$ cat config.mk
export PLATFORM = sky130hd
export DESIGN_NAME = mod4051_pp_accum_flat
export DESIGN_NICKNAME = d
export VERILOG_FILES = /design/src/rtl/mod4051_pp_accum_if.sv /design/src/rtl/mod4051_pp_accum.sv /design/src/flat_wrapper.sv
export SDC_FILE = /design/constraint.sdc
export NUM_CORES = 1
export LEC_CHECK = 0
export ABC_CLOCK_PERIOD_IN_PS = 3700
export CAP_MARGIN = 25
export CORE_AREA = 5 5 82 84
export CTS_BUF_LIST = sky130_fd_sc_hd__clkbuf_8
export DETAILED_ROUTE_END_ITERATION = 6
export DIE_AREA = 0 0 87 89
export PLACE_DENSITY = 0.88
export SLEW_MARGIN = 5
export SYNTH_ARGS = -nofsm -noshare
export SYNTH_HDL_FRONTEND = slang
export SYNTH_SLANG_ARGS = --single-unit
$ cat constraint.sdc
create_clock -name clk -period 3.7 [get_ports clk]
set_clock_uncertainty 0.1 [all_clocks]
set_input_delay 0.37 -clock clk [delete_from_list [all_inputs] [get_ports clk]]
set_output_delay 0.37 -clock clk [all_outputs]
set_load 0.05 [all_outputs]
$ cat src/rtl/mod4051_pp_accum_if.sv
// Valid/ready handshake bundle between the LUT partial-product stage, the
// mod-4051 accumulator and the downstream consumer of the modular product.
interface mod4051_pp_accum_if #(
    parameter int unsigned W = 12
) ();
    logic         in_valid;
    logic         in_ready;
    logic [W-1:0] in_data;
    logic         out_valid;
    logic         out_ready;
    logic [W-1:0] out_data;

    // Producer of partial products and consumer of results.
    modport master (
        output in_valid,
        output in_data,
        output out_ready,
        input  in_ready,
        input  out_valid,
        input  out_data
    );

    // Accumulator side.
    modport slave (
        input  in_valid,
        input  in_data,
        input  out_ready,
        output in_ready,
        output out_valid,
        output out_data
    );
endinterface

$ cat src/rtl/mod4051_pp_accum.sv
// Serial modulo-MOD accumulator: sums N_TERMS partial-product residues per operation and
// hands the result out over valid/ready. Optional sticky range check: MOD4051_ACC_RANGE_CHECK_EN.
module mod4051_pp_accum #(
    parameter int unsigned MOD     = 4051,
    parameter int unsigned W       = 12,
    parameter int unsigned N_TERMS = 16,
    parameter int unsigned CW      = 8
) (
    input  logic                 clk,
    input  logic                 rst,
    input  logic                 flush,
    mod4051_pp_accum_if.slave    bus,
    output logic                 busy,
    output logic [CW-1:0]        beat_cnt,
    output logic                 err
);

    typedef enum logic [1:0] {StIdle, StAcc, StHold} state_e;

    localparam logic [W-1:0]  ModW       = W'(MOD);
    localparam logic [W:0]    ModS       = (W + 1)'(MOD);
    localparam logic [CW-1:0] LastIdx    = CW'(N_TERMS - 1);
    localparam logic [CW-1:0] CntOne     = CW'(1);
    localparam bit            SingleTerm = (N_TERMS == 1);

    state_e          state_q, state_d;
    logic [W-1:0]    acc_q, acc_d;
    logic [W-1:0]    out_data_q, out_data_d;
    logic [CW-1:0]   cnt_q, cnt_d;
    logic            out_valid_q, out_valid_d;

    logic            in_ready;
    logic            beat;
    logic            in_oor;
    logic [W-1:0]    in_red;
    logic [W:0]      sum;
    logic [W-1:0]    sum_red;

    // Inputs lie in [0, 2**W) and 2*MOD > 2**W - 1, so one subtraction fully reduces them.
    assign in_oor = (bus.in_data >= ModW);
    assign in_red = in_oor ? (bus.in_data - ModW) : bus.in_data;

    // The reduced sum is < 2**W, so the W-bit subtraction wraps to the right value.
    assign sum     = {1'b0, acc_q} + {1'b0, in_red};
    assign sum_red = (sum >= ModS) ? (acc_q + in_red - ModW) : sum[W-1:0];

    assign in_ready = (state_q != StHold) && !flush;
    assign beat     = bus.in_valid && in_ready;

    always_comb begin
        state_d     = state_q;
        acc_d       = acc_q;
        out_data_d  = out_data_q;
        cnt_d       = cnt_q;
        out_valid_d = out_valid_q;

        if (flush) begin
            state_d     = StIdle;
            acc_d       = '0;
            cnt_d       = '0;
            out_valid_d = 1'b0;
        end else begin
            unique case (state_q)
                StIdle: begin
                    if (beat) begin
                        acc_d = in_red;
                        cnt_d = CntOne;
                        if (SingleTerm) begin
                            state_d     = StHold;
                            out_valid_d = 1'b1;
                            out_data_d  = in_red;
                        end else begin
                            state_d = StAcc;
                        end
                    end
                end
                StAcc: begin
                    if (beat) begin
                        acc_d = sum_red;
                        cnt_d = cnt_q + CntOne;
                        if (cnt_q == LastIdx) begin
                            state_d     = StHold;
                            out_valid_d = 1'b1;
                            out_data_d  = sum_red;
                        end
                    end
                end
                StHold: begin
                    if (bus.out_ready) begin
                        state_d     = StIdle;
                        out_valid_d = 1'b0;
                        cnt_d       = '0;
                    end
                end
                default: begin
                    state_d     = StIdle;
                    out_valid_d = 1'b0;
                    cnt_d       = '0;
                end
            endcase
        end
    end

    always_ff @(posedge clk or posedge rst) begin
        if (rst) begin
            state_q     <= StIdle;
            acc_q       <= '0;
            out_data_q  <= '0;
            cnt_q       <= '0;
            out_valid_q <= 1'b0;
        end else begin
            state_q     <= state_d;
            acc_q       <= acc_d;
            out_data_q  <= out_data_d;
            cnt_q       <= cnt_d;
            out_valid_q <= out_valid_d;
        end
    end

`ifdef MOD4051_ACC_RANGE_CHECK_EN
    logic err_q, err_d;

    // Sticky: only rst clears it, flush deliberately does not.
    assign err_d = err_q | (beat & in_oor);

    always_ff @(posedge clk or posedge rst) begin
        if (rst) begin
            err_q <= 1'b0;
        end else begin
            err_q <= err_d;
        end
    end

    assign err = err_q;
`else
    assign err = 1'b0;
`endif

    assign bus.in_ready  = in_ready;
    assign bus.out_valid = out_valid_q;
    assign bus.out_data  = out_data_q;
    assign busy          = (state_q != StIdle);
    assign beat_cnt      = cnt_q;

endmodule

$ cat src/flat_wrapper.sv
// flat-port wrapper written by rule: the top's interface ports become plain ports
module mod4051_pp_accum_flat 
#(
    parameter int unsigned MOD     = 4051,
    parameter int unsigned W       = 12,
    parameter int unsigned N_TERMS = 16,
    parameter int unsigned CW      = 8
)
  (clk, rst, flush, busy, beat_cnt, err, bus_in_valid, bus_in_data, bus_out_ready, bus_in_ready, bus_out_valid, bus_out_data);
  mod4051_pp_accum_if #(.W(W)) bus_i ();
  input  logic clk;
  input  logic rst;
  input  logic flush;
  output logic busy;
  output logic [CW-1:0] beat_cnt;
  output logic err;
  input wire logic [$bits(bus_i.in_valid)-1:0] bus_in_valid;
  input wire logic [$bits(bus_i.in_data)-1:0] bus_in_data;
  input wire logic [$bits(bus_i.out_ready)-1:0] bus_out_ready;
  output wire logic [$bits(bus_i.in_ready)-1:0] bus_in_ready;
  output wire logic [$bits(bus_i.out_valid)-1:0] bus_out_valid;
  output wire logic [$bits(bus_i.out_data)-1:0] bus_out_data;
  assign bus_i.in_valid = bus_in_valid;
  assign bus_i.in_data = bus_in_data;
  assign bus_i.out_ready = bus_out_ready;
  assign bus_in_ready = bus_i.in_ready;
  assign bus_out_valid = bus_i.out_valid;
  assign bus_out_data = bus_i.out_data;
  mod4051_pp_accum #(.MOD(MOD), .W(W), .N_TERMS(N_TERMS), .CW(CW)) u_core (.clk(clk), .rst(rst), .flush(flush), .bus(bus_i), .busy(busy), .beat_cnt(beat_cnt), .err(err));
endmodule
==> results.toml <==
[critical_path]
crit_buf_inv = 4
critPathCapture = "u_core.acc_q[5]"
reg2reg_slack_ns = 0.25
worst-path-stages = 17
cp_slowest_stage_delay_ns = 0.38
critPathArrivalTime_ns = 4.28
critPathCaptureType = "register"
timing.rr.end = "u_core.acc_q[5]"
slowest_stage = "a211o_1"
worstRegToRegCells = 11
critPathMaxFanout = 6
critPathLaunchType = "input port"
path_delay_family = "compound AO/OA/AOI/OAI gates"
r2r-start = "u_core.acc_q[2]"
crit_required_ns = 3.78
timing_worst_setup_path_type = "in -> reg"
cp_cell_sequence = "clkdlybuf4s15_2 -> buf_4 -> a211oi_1 -> nor2b_1 -> nor2_1 -> mux2i_1 -> inv_1 -> ha_1 -> a21o_1 -> and3_1 -> a211o_1 -> buf_6 -> xor2_2 -> o2111a_2 -> nor2_4 -> mux2_4 -> a221o_1"
crit_start = "bus_in_data[2]"

[die]
core_area_sq_um = 5850
dieWidth_um = 87
rows = 28
start_util_pct = 53.0
die_area_sq_um = 7740
die_h_um = 89
io_pins = 41

[place]
gp_congestion = 0.865
numPortBuffers = 39
place_ws_ns = -1.02
hpwlAfterDp_um = 7480

[clock_tree]
htree_levels = 2
cts_root_buffer = "clkbuf_8"
cts_tree = "done"
numCtsBuffers = 5
clkLatencyLatePin_ns = 0.30
clock_sinks = 35
path_clk_slew_ns = 0.07
ctsHoldBuffers = 0
clockBufferDepth = 2

[synthesis]
ys_seq_area_share_pct = 28.3
synth_edf_count = 0
synth_top_area_share_pct = 28.3
yosysUniqueCellTypes = 59
async_reset_ff_share_pct = 100
synth_ff_type = "dfrtp_1"
syn_area_sq_um = 3100
syn_nets = 405
syn_inst = 351
avgSynthCellArea_sq_um = 8.83
ys_warn_count = 0
yosys_register_bits = 35
synth_top_cell_by_area = "dfrtp_1"
yosys-top-cells-area = "dfrtp_1 28%, ha_1 11%, fa_1 5.8%"

[sta]
drv_slew = 0
post-route-min-period_ns = 4.20
final.setup.worst_slack_ns = -0.501
tns_ns = -9.95
hold_viol = 0
final-setup-viol-count = 24
fmax_ghz = 0.238
whs_ns = 0.198
maxSlewHeadroom_pct = 60.7
worstMarginPinSlew_ns = 0.590
fin_crit_sh_pct = 114
rsz0062_at_grt = "true"

[status]
violations = "negative setup slack"
status = "complete, but fails checks"

[grt]
grt_first_pass_wirelength_um = 17700
grt_max_degree = 26
grt_pass1_vias = 3647
grt.total_usage_pct = 29.7
antenna_found_initial = 0
grt-ovfl-total = 0

[final_layout]
syn2layout_area_growth_pct = 59.6
fin_nets = 545
drive_above_1_share_pct = 40.9
n_antenna_cell = 0
final_core_util_pct = 84.5
seq_area_sq_um = 876
multi_input_area_sq_um = 2510
fillers = 277

[routing]
detail_route.wirelength_um = 13500
ant_nets = 0
drt_first_pass_iters = 5
viasPerCell = 6.49
drtIter0Drc = 430
via_count = 3678
post_drt_wl_per_cell_um = 23.8
drc_errors = 0

[power_and_ir_drop]
leakagePower_nw = 2.31
total_power_w = 0.00196
power_density_nw_per_um2 = 397
ir_drop_v = 0.000253

[run]
cap_viol_max_count = 0

[hold_path]
hold_class = "in -> async"
## metrics by stage
| stage | area [sq um] | instances |
|---|---|---|
| 2_1_floorplan | 3210 | 351 |
| 3_3_place_gp | 4300 | 544 |
| 5_1_grt | 4950 | 567 |
| 3_5_place_dp | 4300 | 544 |
| 4_1_cts | 4660 | 561 |
| 6_report | 4950 | 567 |
## cell usage in the layout (no fill, tap or decap), drive strengths merged, types with 4 or more instances in the layout
master,count
mux2,5
nor3b,4
o21ai,24
nor2,30
xor2,9
or2,5
nor3,13
fa,9
inv,37
dfrtp,35
a21o,4
nand3,10
buf,109
clkbuf,7
nor2b,6
clkdlybuf4s50,27
nand2,29
a211oi,4
a21oi,16
ha,28
mux2i,9
a31oi,6
dlygate4sd2,4
xnor2,16
o221ai,4
## synth_stat cells, types with 3 or more instances
master / instances
inv_1: 37
dfrtp_1: 35
nand2_1: 29
nor2_1: 29
ha_1: 28
a21oi_1: 15
xnor2_1: 15
o21ai_0: 14
nor3_1: 13
nand3_1: 10
o21ai_1: 10
fa_1: 9
mux2i_1: 9
xor2_1: 9
nor2b_1: 6
a31oi_1: 5
a211oi_1: 4
a21o_1: 4
nor3b_1: 4
o221ai_1: 4
or2_2: 4
a221o_1: 3
a22oi_1: 3
and3_1: 3
buf_2: 3
clkbuf_1: 3
mux2_2: 3
o31ai_1: 3
or3_1: 3
## power by group
group	internal (W)	switching, W
clock network	0.000170	0.000154
registers	0.000405	0.0000337
logic	0.000566	0.000635
## worst min-delay path by stage
| stage | from | endpoint | slack (ns) | cells after the start |
|---|---|---|---|---|
| 3_3_place_gp | u_core.bus.out_data[4] | u_core.bus.out_data[4] | 0.36 | 2 |
| 5_1_grt | rst | u_core.acc_q[10] | 0.22 | 2 |
| 6_report | rst | u_core.acc_q[10] | 0.20 | 2 |
| 3_5_place_dp | u_core.bus.out_data[2] | u_core.bus.out_data[2] | 0.38 | 2 |
| 4_1_cts | bus_in_data[8] | u_core.acc_q[8] | 0.32 | 4 |
| 2_1_floorplan | flush | u_core.acc_q[4] | 0.33 | 1 |
## area by class of cell
type / instances / share of cell area, %
Timing Repair Buffer: 142 / 24.7
Inverter: 37 / 2.81
Clock inverter: 1 / 0.152
Sequential cell: 35 / 17.7
Tap cell: 75 / 1.90
Multi-Input combinational cell: 270 / 50.8
Clock buffer: 7 / 1.95
## per-layer routing
layer / share of wire (%) / global-route usage [%] / up-vias
met2: 48 / 52.7 / 315
met3: 8.7 / 6.08 / 135
met5: 0 / 0 / -
met4: 8.6 / 18.4 / 0
met1: 34 / 32.7 / 1727
li1: - / - / 1501
## kinds of logic (layout without fill, tap and decap cells)
logic type,count (synthesis),in the layout,share of synthesized area (%)
buffers and inverters,46,187,6.26
adders and majority gates,38,38,17.4
and+or+nand+nor,113,113,18.4
other,1,1,0.121
DFF,35,35,28.3
xor gates and xnor gates,25,25,7.31
AOI/OAI and AO/OA,79,79,17.3
muxes,14,14,4.97
## worst reg2reg max path: stages, from the launching register on
cell and delay, ns:
dfrtp_1 0.49, inv_1 0.15, ha_4 0.32, nand3_2 0.13
a221oi_4 0.40, a211o_1 0.33, a31oi_4 0.14, xnor2_2 0.16
o2111a_2 0.16, nor2_4 0.27, mux2_4 0.36, a221o_1 0.31
## sequential cells by signal, summed over array words and instances (netlist names)
name and flops:
u_core.acc_q 12, u_core.bus.out_data 12, u_core.beat_cnt 8, u_core.state_q 2
u_core.bus.out_valid 1
## timing repair
action,CTS,global route
setup endpoints to repair,24,24
gates resized for setup,75,41
pin swaps,23,22
cloned,0,0
setup buffers,9,5
(Power assumes the default switching activity.)
==> edit 1, RTL diff (same flow settings) <==
Compare `cnt_q` against `LastIdx` with >= in place of ==.
--- a/src/rtl/mod4051_pp_accum.sv
+++ b/src/rtl/mod4051_pp_accum.sv
@@ -79,5 +79,5 @@
                         acc_d = sum_red;
                         cnt_d = cnt_q + CntOne;
-                        if (cnt_q == LastIdx) begin
+                        if (cnt_q >= LastIdx) begin
                             state_d     = StHold;
                             out_valid_d = 1'b1;
Behaviour: same outputs for any inputs over 10 cycles, from zero or initial values and one cycle with rst high; that may be too few to reach the edited logic, so the function may still have changed.
==> edit 1 against the original RTL <==
The flow still finishes with violations (setup timing); sequential cell count did not move; clock power fell by 8.4%; area after synthesis is 0.61% lower; wire length decreased by 4.6%; sequential power is 2% lower; setup slack improved by 0.099 ns; utilization is 3.1 points lower; combinational power is 9% lower; total power shrank 7.8%; design area decreased by 3.7%; critical path type unchanged; critical endpoint unchanged; largest power group unchanged; highest routed layer unchanged.
==> edit 1: results (changes against the original RTL) <==
- Worst-path fanout max: 5 (-1)
- Mapped Nets: 416 (+2.7%)
- DP HPWL: 7090 µm (-5.2%)
- Placed Area: 4250 µm² (-1.2%)
- GPL Wtd Cong: 0.915 (+5.8%)
- Synth unique cells: 50 (-15%)
- Cell Count, Final, Fillers Out: 575 (+1.4%)
- DRT Wirelength: 12900 µm (-4.6%)
- Leakage: 0.00222 µW (-4.2%)
- Status: complete, but fails checks
- First-pass GRT wire length: 18200 µm (+2.8%)
- Largest net degree at the start of global routing: 36 (+38%)
- Initial DRC count: 314 (-27%)
- Setup_tns: -7.50 ns (+2.45 ns)
- Number of setup violations in the final report: 24 (unchanged)
- Post-synthesis mux area share: 3.29% (-1.7 points)
- Maximum VDD drop: 0.244 mV (-3.8%)
- Critical path startpoint: bus_in_data[0]
- Adder-cell share of the synthesized area: 17.5% (+0.11 points)
- Reg2Reg Launch Point: u_core.acc_q[1]
- Place WS: -0.897 ns (+0.124 ns)
- Share of cells above drive strength 1: 35.6% (-5.3 points)
- Complex-gate fraction of the synthesized area: 19.3% (+2.1 points)
- Reg-to-reg setup timing slack: 0.31 ns (+0.06 ns)
- Failing checks: setup timing
- Cells after DPL: 551 (+1.3%)
- Min setup slack post-route: -0.401 ns (+0.0993 ns)
- Vias in the first global route: 3677 (+0.82%)
- Via density: 6.42 (-0.96%)
- Seq/Total Area, Yosys: 28.4% (+0.17 points)
-- edit 1: kinds of logic (layout without fill, tap and decap cells) --
group                      count (synthesis)  in the layout
DFF                                       35             35
buffers and inverters                     50            188
other                                      1              1
muxes                                     10             10
AOI/OAI and AO/OA                         86             86
and+or+nand+nor                          116            116
adders and majority gates                 38             38
xor gates and xnor gates                  26             26
-- edit 1: repair_timing --
action,in CTS,in global routing
buffers inserted,11,6
gates resized for setup,56,43
pin swaps,25,23
endpoints found under the setup margin,24,24
-- edit 1: worst max-delay path: stages --
cell	delay [ns]
buf_8	0.10
ha_4	0.16
nor3_4	0.20
nor2b_4	0.06
o21a_4	0.23
buf_6	0.13
xnor2_4	0.12
inv_2	0.08
ha_4	0.14
inv_2	0.04
fa_2	0.34
nand2b_4	0.18
a2111oi_4	0.34
buf_4	0.22
buf_6	0.10
o21a_1	0.18
nor4_2	0.05
and4b_4	0.22
a21oi_4	0.26
buf_8	0.20
mux2i_4	0.28
o221ai_2	0.14
-- edit 1: layer usage --
layer	GRT usage, %	up-vias	routed length (µm)
li1	-	1537	-
met5	0	-	0
met3	7.28	140	1190
met1	32.0	1731	4410
met4	17.8	0	1120
met2	55.4	286	6160
-- edit 1: area by class of cell --
type                    count  area (µm²)
multi-input cells         277        2400
clock inverters             3        20.0
repair buffers            141        1160
clock buffers               5        68.8
flip-flops and latches     35         876
inverters                  39         146
well taps                  75        93.8
fillers                   310        1090
-- edit 1: report_power, final --
| part | switching [µW] | internal (µW) | total (µW) |
|---|---|---|---|
| registers | 28.9 | 402 | 431 |
| logic | 581 | 504 | 1090 |
| clock network | 165 | 131 | 296 |
| total | 775 | 1040 | 1810 |
==> edit 2, RTL diff (config.mk and constraints unchanged) <==
Without the edit above. `CW` is set to 8 in 2 places; all go to 4.
--- a/src/rtl/mod4051_pp_accum.sv
+++ b/src/rtl/mod4051_pp_accum.sv
@@ -5,5 +5,5 @@
     parameter int unsigned W       = 12,
     parameter int unsigned N_TERMS = 16,
-    parameter int unsigned CW      = 8
+    parameter int unsigned CW      = 4
 ) (
     input  logic                 clk,
--- a/src/flat_wrapper.sv
+++ b/src/flat_wrapper.sv
@@ -5,5 +5,5 @@
     parameter int unsigned W       = 12,
     parameter int unsigned N_TERMS = 16,
-    parameter int unsigned CW      = 8
+    parameter int unsigned CW      = 4
 )
   (clk, rst, flush, busy, beat_cnt, err, bus_in_valid, bus_in_data, bus_out_ready, bus_in_ready, bus_out_valid, bus_out_data);
Ports: changed (resized beat_cnt); port bits go from 41 to 37. The function was not compared with the original's and may differ.
==> edit 2 against the original RTL <==
Wire length down 17%; combinational power down 8%; register-to-register slack better by 0.12 ns; design area down 7.6%; total power down 9.5%; sequential cell count down 4; sequential share of layout area down 0.74 points; fmax up 7.3%; area after synthesis down 4.2%; clock power down 12%; setup slack better by 0.29 ns; the flow still finishes with violations (setup timing); critical path depth up 1.
==> edit 2: results (changes against the original RTL) <==
- Setup_tns: -3.28 ns (+6.67 ns)
- GPL Wtd Cong: 0.947 (+9.5%)
- Failing checks: setup timing
- Place WS: -0.927 ns (+0.0931 ns)
- Cells after DPL: 518 (-4.8%)
- Mapped Nets: 397 (-2.0%)
- Min setup slack post-route: -0.214 ns (+0.287 ns)
- Top cells by area, synth: dfrtp_1, ha_1, fa_1
- Initial DRC count: 356 (-17%)
- Drt first pass iters: 6 (+1)
- DP HPWL: 7120 µm (-4.8%)
- Reg-to-reg setup timing slack: 0.37 ns (+0.12 ns)
- Cell Count, Final, Fillers Out: 544 (-4.1%)
- Filler cells: 319 (+15%)
- Vias in the first global route: 3365 (-7.7%)
- Leakage: 0.00215 µW (-7.2%)
- Met1 usage: 30.5% (-2.2 points)
- Reg2Reg Launch Point: u_core.acc_q[0]
- Number of setup violations in the final report: 24 (unchanged)
- Worst-path fanout max: 7 (+1)
- Synth unique cells: 58 (-1.7%)
- Share of cells above drive strength 1: 38.2% (-2.7 points)
- Maximum VDD drop: 0.303 mV (+20%)
- Largest net degree at the start of global routing: 32 (+23%)
- Worst EP arrival: 4.02 ns (-0.26 ns)
- Worst-Margin Slew: 1.01 ns (+0.415 ns)
- Worst-skew pair later-pin latency: 0.29 ns
- Mapped Cells: 343 (-2.3%)
- R2R depth: 12 (+1)
- Via density: 6.25 (-3.7%)
- GR Util met2: 48.7% (-4.0 points)
- First-pass GRT wire length: 15900 µm (-9.9%)
- FF-to-FF End: u_core.acc_q[2]
- Status: complete, but fails checks
- Port Buf Inserts: 35 (-10%)
- Wire per inst: 20.6 µm (-13%)
- Seq/Total Area, Yosys: 26.1% (-2.1 points)
- Post-synth top cells: inv_1, dfrtp_1, nand2_1, nor2_1, ha_1
- Global Route Usage Sum: 26.7% (-3.1 points)
[edit 2: through the flow]
stage                     power, µW  instance area (µm²)  hold WS, ns  utilization (%)
after CTS                      1580                 4330        0.382             74.0
after global placement         1160                 4040        0.361             69.0
after floorplan                 885                 3070        0.343                -
final                          1780                 4570        0.368             78.1
after detailed placement       1210                 4040        0.374             69.0
after global routing           1840                 4570        0.427             78.1
[edit 2: report_power, final]
part	internal [µW]	leakage [µW]	switching, µW
combinational	519	0.00168	582
clock	146	0.0000470	138
sequential	358	0.000422	33.2
total	1020	0.00215	753
[edit 2: logic make-up after synthesis]
kind of cell | after synthesis | synth area share [%]
simple gates | 110 | 17.8
compound gates | 78 | 19.6
buf+inv | 48 | 6.49
fa+ha+maj | 38 | 18.2
flops | 31 | 26.1
xor+xnor | 24 | 7.08
mux | 13 | 4.55
other cells | 1 | 0.126
[edit 2: repair_timing]
action,in CTS,in global routing
pin swaps,30,26
resized for setup,58,35
endpoints found under the setup margin,24,24
buffers inserted,8,11
[edit 2: final cells by class]
type / instances / area [µm²] / share of cell area [%]
Inverter: 39 / 146 / 3.20
Multi-Input combinational cell: 264 / 2390 / 52.2
Clock buffer: 6 / 82.6 / 1.81
Sequential cell: 31 / 776 / 17.0
Timing Repair Buffer: 128 / 1080 / 23.6
Tap cell: 75 / 93.8 / 2.05
Clock inverter: 1 / 5.00 / 0.109
[edit 2: critical path, stage by stage]
cell	delay, ns
clkdlybuf4s15_2	0.22
nand4_1	0.15
nor2_2	0.15
o21a_4	0.17
buf_12	0.11
nand2_1	0.07
xor2_1	0.20
inv_1	0.09
ha_1	0.31
nor2_4	0.11
a221oi_4	0.49
a21oi_2	0.14
xnor2_2	0.19
and4b_2	0.29
a21oi_4	0.26
buf_12	0.18
mux2_4	0.31
o221ai_2	0.19
[edit 2: how the worst max path moves through the flow]
| stage | from | endpoint | slack [ns] | depth (start not counted) |
|---|---|---|---|---|
| detailed placement | bus_in_data[0] | u_core.acc_q[7] | -0.93 | 20 |
| CTS | bus_in_data[1] | u_core.acc_q[1] | -0.24 | 20 |
| global placement | bus_in_data[0] | u_core.acc_q[9] | -0.76 | 20 |
| floorplan | bus_in_data[0] | u_core.acc_q[7] | -0.08 | 19 |
| global route | bus_in_data[5] | u_core.bus.out_data[10] | -0.32 | 14 |
| finish | bus_in_data[8] | u_core.acc_q[2] | -0.21 | 18 |
[edit 2: per-layer routing]
| layer | vias up | share of wire [%] |
|---|---|---|
| li1 | 1444 | - |
| met1 | 1620 | 36 |
| met2 | 257 | 48 |
| met3 | 79 | 9.4 |
| met4 | 0 | 6.1 |
| met5 | - | 0 |
